$ cat config.mk
export PLATFORM = sky130hd
export DESIGN_NAME = setpoint_input_ctrl
export DESIGN_NICKNAME = d
export VERILOG_FILES = /design/src/rtl/setpoint_ctrl_pkg.sv /design/src/rtl/sync_debounce.sv /design/src/rtl/setpoint_input_ctrl.sv
export SDC_FILE = /design/constraint.sdc
export NUM_CORES = 1
export LEC_CHECK = 0
export CAP_MARGIN = 20
export CORE_MARGIN = 2
export CORE_UTILIZATION = 66
export DETAILED_ROUTE_END_ITERATION = 7
export PLACE_DENSITY = 0.94
export SYNTH_ARGS = -nofsm -noshare
export SYNTH_HDL_FRONTEND = slang
export SYNTH_SLANG_ARGS = --single-unit
$ cat constraint.sdc
create_clock -name clk -period 7.34 [get_ports clk]
set_clock_uncertainty 0.1 [all_clocks]
set_input_delay 0.734 -clock clk [delete_from_list [all_inputs] [get_ports clk]]
set_output_delay 0.734 -clock clk [all_outputs]
set_load 0.02 [all_outputs]
$ cat src/rtl/setpoint_ctrl_pkg.sv
// Shared types and default 50 MHz timing constants for the setpoint input controller.
package setpoint_ctrl_pkg;

    typedef enum logic [2:0] {
        ST_IDLE      = 3'd0,
        ST_DEBOUNCE  = 3'd1,
        ST_HOLD_WAIT = 3'd2,
        ST_REPEAT    = 3'd3,
        ST_RELEASE   = 3'd4
    } press_state_t;

    typedef enum logic {
        OWN_UP   = 1'b0,
        OWN_DOWN = 1'b1
    } owner_t;

    localparam int unsigned DEF_DEBOUNCE_CYCLES = 500000;
    localparam int unsigned DEF_REPEAT_DELAY    = 25000000;
    localparam int unsigned DEF_REPEAT_PERIOD   = 5000000;
    localparam int unsigned DEF_CNT_W           = 25;

endpackage

$ cat src/rtl/sync_debounce.sv
// Two-flop synchroniser followed by a stability counter; the stable output only
// moves after the synced input has held one new value for DEBOUNCE_CYCLES cycles.
module sync_debounce
    import setpoint_ctrl_pkg::*;
#(
    parameter int unsigned WIDTH           = 3,
    parameter int unsigned DEBOUNCE_CYCLES = DEF_DEBOUNCE_CYCLES,
    parameter int unsigned CNT_W           = DEF_CNT_W
) (
    input  logic             clk,
    input  logic             reset,
    input  logic [WIDTH-1:0] raw,
    output logic [WIDTH-1:0] stable,
    output logic             changed
);

    localparam logic [CNT_W-1:0] TERM = CNT_W'(DEBOUNCE_CYCLES);

    logic [WIDTH-1:0] sync1;
    logic [WIDTH-1:0] sync2;
    logic [WIDTH-1:0] cand;
    logic [CNT_W-1:0] cnt;
    logic [CNT_W-1:0] cnt_eff;
    logic [CNT_W-1:0] cnt_nxt;
    logic [WIDTH-1:0] stable_nxt;
    logic             changed_nxt;

    // Synchroniser, last-seen value, stability counter and registered outputs.
    always_ff @(posedge clk) begin
        if (reset) begin
            sync1   <= '0;
            sync2   <= '0;
            cand    <= '0;
            cnt     <= '0;
            stable  <= '0;
            changed <= 1'b0;
        end else begin
            sync1   <= raw;
            sync2   <= sync1;
            cand    <= sync2;
            cnt     <= cnt_nxt;
            stable  <= stable_nxt;
            changed <= changed_nxt;
        end
    end

    // A new synced value restarts the run at 1; a value equal to stable clears it.
    always_comb begin
        cnt_eff     = (cnt >= TERM) ? cnt : cnt + CNT_W'(1);
        cnt_nxt     = cnt;
        stable_nxt  = stable;
        changed_nxt = 1'b0;
        if (sync2 != cand) begin
            cnt_eff = CNT_W'(1);
        end
        if (sync2 == stable) begin
            cnt_nxt = '0;
        end else if (cnt_eff >= TERM) begin
            stable_nxt  = sync2;
            changed_nxt = 1'b1;
            cnt_nxt     = '0;
        end else begin
            cnt_nxt = cnt_eff;
        end
    end

endmodule

$ cat src/rtl/setpoint_input_ctrl.sv
// Button/switch front end: synchronises both buttons into a single press FSM with
// debounce and hold-to-repeat, and debounces the range switch onto sel.
module setpoint_input_ctrl
    import setpoint_ctrl_pkg::*;
#(
    parameter int unsigned DEBOUNCE_CYCLES = DEF_DEBOUNCE_CYCLES,
    parameter int unsigned REPEAT_DELAY    = DEF_REPEAT_DELAY,
    parameter int unsigned REPEAT_PERIOD   = DEF_REPEAT_PERIOD,
    parameter int unsigned CNT_W           = DEF_CNT_W
) (
    input  logic       clk,
    input  logic       reset,
    input  logic       btn_up_raw,
    input  logic       btn_down_raw,
    input  logic [2:0] sw_raw,
    output logic       up_pulse,
    output logic       down_pulse,
    output logic [2:0] sel,
    output logic       sel_changed,
    output logic       holding
);

    localparam logic [CNT_W-1:0] DEB_T = CNT_W'(DEBOUNCE_CYCLES);
    localparam logic [CNT_W-1:0] DLY_T = CNT_W'(REPEAT_DELAY);
    localparam logic [CNT_W-1:0] PER_T = CNT_W'(REPEAT_PERIOD);

    logic         up_s1;
    logic         up_s2;
    logic         dn_s1;
    logic         dn_s2;
    press_state_t state;
    press_state_t state_nxt;
    owner_t       owner;
    owner_t       owner_nxt;
    logic [CNT_W-1:0] cnt;
    logic [CNT_W-1:0] cnt_nxt;
    logic [CNT_W-1:0] cnt_inc;
    logic         owner_lvl;
    logic         pulse_nxt;
    logic         up_nxt;
    logic         dn_nxt;
    logic         hold_nxt;

    // Range switch debouncer drives sel directly.
    sync_debounce #(
        .WIDTH           (3),
        .DEBOUNCE_CYCLES (DEBOUNCE_CYCLES),
        .CNT_W           (CNT_W)
    ) u_sw_debounce (
        .clk     (clk),
        .reset   (reset),
        .raw     (sw_raw),
        .stable  (sel),
        .changed (sel_changed)
    );

    // Button synchronisers, FSM state, shared press counter and registered outputs.
    always_ff @(posedge clk) begin
        if (reset) begin
            up_s1      <= 1'b0;
            up_s2      <= 1'b0;
            dn_s1      <= 1'b0;
            dn_s2      <= 1'b0;
            state      <= ST_IDLE;
            owner      <= OWN_UP;
            cnt        <= '0;
            up_pulse   <= 1'b0;
            down_pulse <= 1'b0;
            holding    <= 1'b0;
        end else begin
            up_s1      <= btn_up_raw;
            up_s2      <= up_s1;
            dn_s1      <= btn_down_raw;
            dn_s2      <= dn_s1;
            state      <= state_nxt;
            owner      <= owner_nxt;
            cnt        <= cnt_nxt;
            up_pulse   <= up_nxt;
            down_pulse <= dn_nxt;
            holding    <= hold_nxt;
        end
    end

    // Press FSM next state; counter always holds the number of qualifying cycles seen.
    always_comb begin
        state_nxt = state;
        owner_nxt = owner;
        cnt_nxt   = cnt;
        pulse_nxt = 1'b0;
        owner_lvl = (owner == OWN_UP) ? up_s2 : dn_s2;
        cnt_inc   = (cnt == '1) ? cnt : cnt + CNT_W'(1);

        case (state)
            ST_IDLE: begin
                cnt_nxt = '0;
                if (up_s2) begin
                    owner_nxt = OWN_UP;
                    state_nxt = ST_DEBOUNCE;
                    cnt_nxt   = CNT_W'(1);
                end else if (dn_s2) begin
                    owner_nxt = OWN_DOWN;
                    state_nxt = ST_DEBOUNCE;
                    cnt_nxt   = CNT_W'(1);
                end
            end
            ST_DEBOUNCE: begin
                if (!owner_lvl) begin
                    state_nxt = ST_IDLE;
                    cnt_nxt   = '0;
                end else if (cnt_inc >= DEB_T) begin
                    pulse_nxt = 1'b1;
                    state_nxt = ST_HOLD_WAIT;
                    cnt_nxt   = '0;
                end else begin
                    cnt_nxt = cnt_inc;
                end
            end
            ST_HOLD_WAIT: begin
                if (!owner_lvl) begin
                    state_nxt = ST_RELEASE;
                    cnt_nxt   = CNT_W'(1);
                end else if (cnt_inc >= DLY_T) begin
                    pulse_nxt = 1'b1;
                    state_nxt = ST_REPEAT;
                    cnt_nxt   = '0;
                end else begin
                    cnt_nxt = cnt_inc;
                end
            end
            ST_REPEAT: begin
                if (!owner_lvl) begin
                    state_nxt = ST_RELEASE;
                    cnt_nxt   = CNT_W'(1);
                end else if (cnt_inc >= PER_T) begin
                    pulse_nxt = 1'b1;
                    cnt_nxt   = '0;
                end else begin
                    cnt_nxt = cnt_inc;
                end
            end
            ST_RELEASE: begin
                if (owner_lvl) begin
                    state_nxt = ST_HOLD_WAIT;
                    cnt_nxt   = '0;
                end else if (cnt_inc >= DEB_T) begin
                    state_nxt = ST_IDLE;
                    cnt_nxt   = '0;
                end else begin
                    cnt_nxt = cnt_inc;
                end
            end
            default: begin
                state_nxt = ST_IDLE;
                cnt_nxt   = '0;
            end
        endcase

        up_nxt   = pulse_nxt && (owner_nxt == OWN_UP);
        dn_nxt   = pulse_nxt && (owner_nxt == OWN_DOWN);
        hold_nxt = (state_nxt == ST_HOLD_WAIT) || (state_nxt == ST_REPEAT);
    end

endmodule
Word-level counts from Yosys, hierarchy flattened

Cells that the tools add are included.

Add/sub/neg operators: 2
Bitwise logic cells: 2
Equality and inequality tests: 9
Reduce and logical (&&, ||, !) cells: 7
Multiplexer cells: 35
$lt $le $gt $ge: 5

Operator list:

| cell                                                                     | count |
|---|---|
| 25-bit 2-to-1 mux                                                        | 10 |
| 25-bit case mux with 5 select lines                                      | 1 |
| 25-bit by 19-bit >= comparator with 1-bit output (second input constant) | 3 |
| 25-bit by 1-bit adder with 25-bit output (second input constant)         | 2 |
| 3-bit 2-to-1 mux                                                         | 9 |
| 25-bit equality test (second input constant)                             | 1 |
| 25-bit by 23-bit >= comparator with 1-bit output (second input constant) | 1 |
| 25-bit >= comparator (second input constant)                             | 1 |
| 3-bit case mux with 5 select lines                                       | 1 |
| 1-bit 2-to-1 mux                                                         | 13 |
| 3-bit by 2-bit equality test with 1-bit output (second input constant)   | 4 |
| 3-bit by 1-bit equality test with 1-bit output (second input constant)   | 1 |
| 3-bit equality test                                                      | 1 |
| 3-bit equality test (second input constant)                              | 1 |
| 3-bit logical NOT                                                        | 1 |
| 3-bit inequality test                                                    | 1 |
| 1-bit case mux with 3 select lines                                       | 1 |
| 3-bit OR reduction                                                       | 1 |
| 1-bit logical AND                                                        | 2 |
| 1-bit NOT                                                                | 2 |
| 2-bit AND reduction                                                      | 1 |
| 2-bit OR reduction                                                       | 1 |
| 1-bit logical OR                                                         | 1 |

Bits of input ports: 7
Flip-flop bits (word level): 74
Output and inout bits: 7
Word-level logic and storage cells: 76

Depth between registers and ports, before layout

Depth after elaboration: 8
Gate-level depth with buffers: 13
Mapped depth without buffers: 10

Modules after synthesis

A second synthesis with hierarchy kept.

Cells, all modules: 506
Area, all modules: 4217.8 µm²

Modules (own cells, without submodules):

| module              | sequential area each (µm²) | cells an instance | times used | area an instance (µm²) |
|---|---|---|---|---|
| setpoint_input_ctrl | 720.7                      | 288               | 1          | 2235.9 |
| sync_debounce       | 760.7                      | 218               | 1          | 1981.9 |

Worst setup path after synthesis

Ideal clock, no wire load.

Kind: register to register
From: reg cnt[0]
To: reg cnt[15]
Arrival time: 3263 ps
Data required time: 7153 ps
Library setup time: 87 ps
Cell stages (with the launch flop): 12
Slack: 3890 ps
Period minus slack after synthesis: 3450 ps
Path buffers: 1
Path through: dfxtp_1 -> ha_1 -> nand4_4 -> or4_4 -> o211ai_1 -> nor2_1 -> xor2_1 -> or4_4 -> a2111oi_4 -> buf_6 -> nand3_1 -> o31ai_1

Cells in the longest elaborated chain, start to end: 6
Elaborated cells on any way between the ends: 14
Those cells by class: add/sub: 1; order compare: 3; eq/ne: 1; mux: 9

RTL lines:

| what                                                                             | line                                                   | source |
|---|---|---|
| start, declared                                                                  | setpoint_input_ctrl.sv:35                              | `logic [CNT_W-1:0] cnt;` |
| start signal, assigned                                                           | setpoint_input_ctrl.sv:77                              | `cnt <= cnt_nxt;` |
| 25-bit by 1-bit adder with 25-bit output or 25-bit equality test (tied branches) | setpoint_input_ctrl.sv:91                              | `cnt_inc = (cnt == '1) ? cnt : cnt + CNT_W'(1);` |
| 25-bit 2-to-1 mux *                                                              | setpoint_input_ctrl.sv:91                              |  |
| 25-bit by 19-bit >= comparator with 1-bit output (tied with other cells)         | setpoint_input_ctrl.sv:110, setpoint_input_ctrl.sv:145 |  |
| 25-bit 2-to-1 mux, on equally long branches (2 in a row)                         | n/a                                                    |  |
| 25-bit case mux with 5 select lines *                                            | setpoint_input_ctrl.sv:93                              | `case (state)` |

Every way passes the cells marked *; elsewhere a longest branch is shown, timed or not.
A chain may end at the register's enable or synchronous reset.

Worst setup path in the final report

From: reg cnt[0]
To: reg cnt[2]

Same word-level chain as after synthesis.

==> impl_metrics.json <==
{
  "status": "complete, no violations",
  "setup_violations": 0,
  "worst-path-max-fanout": 19,
  "hp-start": "up_s1$_SDFF_PP0_",
  "htree_levels": 3,
  "r2r_cells": 10,
  "seqPwrFrac_pct": 55.1,
  "area_growth_pct": 7.09,
  "avgSynthCellArea_sq_um": 8.13,
  "dr_wl_met3_um": 586,
  "hold_violations": 0,
  "relSlewSlack_pct": 31.7,
  "critPathCaptureType": "register",
  "n_antenna_cell": 0,
  "ant_nets": 0,
  "cts_buffers": 9,
  "reg2reg_to": "cnt[2]$_SDFF_PP0_",
  "synth-edff-count": 0,
  "met2WireLength_um": 5230,
  "nFillCells": 454,
  "drc": 0,
  "drive_above_1_share_pct": 8.97,
  "dr.max_layer_used": "met4",
  "path_delay_family": "simple AND/OR/NAND/NOR gates",
  "period_needed_ps": 4350,
  "path_cells": "ha_1 > and4_1 > nand4_1 > nor2_1 > o21ai_0 > a22o_1 > or4_1 > a2111oi_4 > nand3_1 > o21ai_1",
  "viasPerCell": 6.49,
  "syn_inst": 523,
  "dieWidth_um": 84.3,
  "layout_commonest_cell": "dfxtp_1",
  "min_path_cells": 1,
  "most-common-layout-cells": "dfxtp_1 (74), nand2_1 (58), nor2_1 (53)",
  "ys.flop_type": "dfxtp_1",
  "r2r_start": "cnt[0]$_SDFF_PP0_",
  "timing.hold.worst_endpoint": "up_s2$_SDFF_PP0_",
  "antenna_found_initial": 0,
  "coreArea_sq_um": 6280,
  "critPathArrivalTime_ps": 4520,
  "fin_nets": 540,
  "finalWirelength_um": 10500,
  "worstPathRequired_ps": 7510,
  "io_buffers": 13,
  "cp_slowest_cell": "a2111oi_4",
  "wire_per_inst_um": 17.1,
  "grt_max_degree": 28,
  "tightest_slew_ps": 1020,
  "yosysWarnings": 0,
  "clockRootBuffer": "clkbuf_8",
  "switching_share_pct": 25.4,
  "p_leak_nw": 1.52,
  "critPathLaunchType": "register",
  "drv_slew": 0,
  "total_power_mw": 0.751,
  "clock_latency_ps": 350,
  "power.switching_mw": 0.191,
  "synth_cell_types": 69,
  "clockPowerShare_pct": 39.9,
  "intPower_mw": 0.560,
  "ios": 14,
  "criticalPathCategory": "reg -> reg",
  "clk_pin_slew_ps": 80,
  "clockBufferDepth": 2,
  "drt-met1-wl_um": 4370,
  "rsz0062_at_grt": "no",
  "async_reset_ff_share_pct": 0,
  "max_freq_mhz": 230,
  "drt_iter0_markers": 305,
  "cts_resized": 0,
  "post_cts_buffers": 0,
  "fin_crit_sh_pct": 59.3,
  "cts_tree": "yes",
  "die-area_sq_um": 7100,
  "grt_pass1_vias": 3856,
  "cts_hold_buf": 0,
  "synth_seq_cells": 74,
  "cts_sinks": 74,
  "initial_utilization_pct": 67.7,
  "fp-row-count": 29,
  "track_usage_pct": 29.9,
  "grt.overflow.total": 0,
  "maxCapViolations": 0,
  "post-dp-hpwl_um": 7090,
  "reg2reg_slack_ps": 2990,
  "synth_area_sq_um": 4250,
  "fin_tns_setup_ps": 0,
  "first_pass_iters": 5,
  "ir_worst_vdd_v": 0.000188,
  "fp.dieH_um": 84.3,
  "place_congestion": 0.911,
  "p_comb_share_pct": 5.0,
  "vias": 3972,
  "max_stage_delay_ps": 920,
  "grt_pass1_wl_um": 17500,
  "path_buf_inv": 0,
  "yosysSeqAreaShare_pct": 34.9,
  "p_per_area_nw_per_um2": 165,
  "hp-class": "reg -> reg"
}
area by class of cell:
type / instances / area [sq um] / area share [%]
Timing Repair Buffer: 16 / 153 / 3.35
Tap cell: 77 / 96.3 / 2.12
Multi-Input combinational cell: 423 / 2610 / 57.4
Clock buffer: 10 / 138 / 3.02
Clock inverter: 6 / 48.8 / 1.07
Sequential cell: 74 / 1480 / 32.5
Inverter: 6 / 22.5 / 0.495
cell usage after synthesis, drive strengths merged, types with 6 or more instances:
cell    number  share of area (%)
a211oi       7                1.2
a21oi       16                1.9
a31oi        7                1.4
and2         8                1.2
and3        11                1.6
buf          9                1.6
clkbuf      16                2.0
dfxtp       74                 35
inv          6               0.53
nand2       58                5.1
nand3       51                6.0
nand4       17                2.9
nor2        53                4.7
nor2b       19                2.8
nor3        16                1.9
o21ai       28                3.7
xnor2       31                6.4
xor2        14                2.9
power by group through the flow:
| stage | clock network [mW] | registers [mW] | logic [mW] |
|---|---|---|---|
| final | 0.299 | 0.414 | 0.0375 |
| after global routing | 0.319 | 0.415 | 0.0406 |
| after CTS | 0.300 | 0.413 | 0.0369 |
| after detailed placement | 0 | 0.423 | 0.0358 |
| after global placement | 0 | 0.422 | 0.0337 |
| after floorplan | 0 | 0.422 | 0.0258 |
state kept, by name (all words and copies together), names as in the netlist:
name                   cells
cnt                       25
dn_s1                      1
dn_s2                      1
down_pulse                 1
holding                    1
owner                      1
state                      3
u_sw_debounce.cand         3
u_sw_debounce.changed      1
u_sw_debounce.cnt         25
u_sw_debounce.stable       3
u_sw_debounce.sync1        3
u_sw_debounce.sync2        3
up_pulse                   1
up_s1                      1
up_s2                      1
kinds of logic (layout without fill, tap and decap cells):
logic type | count (synthesis) | count (layout) | share of synthesized area, %
other | 1 | 6 | 0.0882
muxes | 8 | 8 | 2.03
buffers and inverters | 31 | 38 | 4.12
adders and majority gates | 3 | 3 | 0.883
xor gates and xnor gates | 45 | 45 | 9.27
DFF | 74 | 74 | 34.9
and+or+nand+nor | 263 | 263 | 31.7
AOI/OAI and AO/OA | 98 | 98 | 17.1
layer usage:
| metal | global-route usage [%] | up-vias |
|---|---|---|
| li1 | - | 1891 |
| met1 | 36.2 | 1857 |
| met2 | 52.5 | 191 |
| met3 | 5.31 | 33 |
| met4 | 12.0 | 0 |
| met5 | 0 | - |
through the flow:
step | util, % | hold WS [ps] | cell area (sq um) | std cells | setup WS, ps
floorplan | - | 314 | 4270 | 528 | 3890
global placement | 69.5 | 317 | 4370 | 596 | 3380
detailed placement | 69.5 | 320 | 4370 | 596 | 3150
CTS | 72.5 | 349 | 4550 | 612 | 3030
global route | 72.5 | 377 | 4550 | 612 | 2640
finish | 72.5 | 346 | 4550 | 612 | 2990
worst max path at each step:
stage,slack (ps),from,to,depth (start not counted)
after floorplan,3890,cnt[0]$_SDFF_PP0_,cnt[15]$_SDFF_PP0_,11
after global placement,3380,cnt[0]$_SDFF_PP0_,cnt[0]$_SDFF_PP0_,10
after detailed placement,3150,cnt[0]$_SDFF_PP0_,cnt[2]$_SDFF_PP0_,10
after CTS,3030,cnt[0]$_SDFF_PP0_,cnt[2]$_SDFF_PP0_,10
after global routing,2640,cnt[0]$_SDFF_PP0_,cnt[2]$_SDFF_PP0_,10
final,2990,cnt[0]$_SDFF_PP0_,cnt[2]$_SDFF_PP0_,10
No activity file was read; power rests on OpenSTA's default activity.
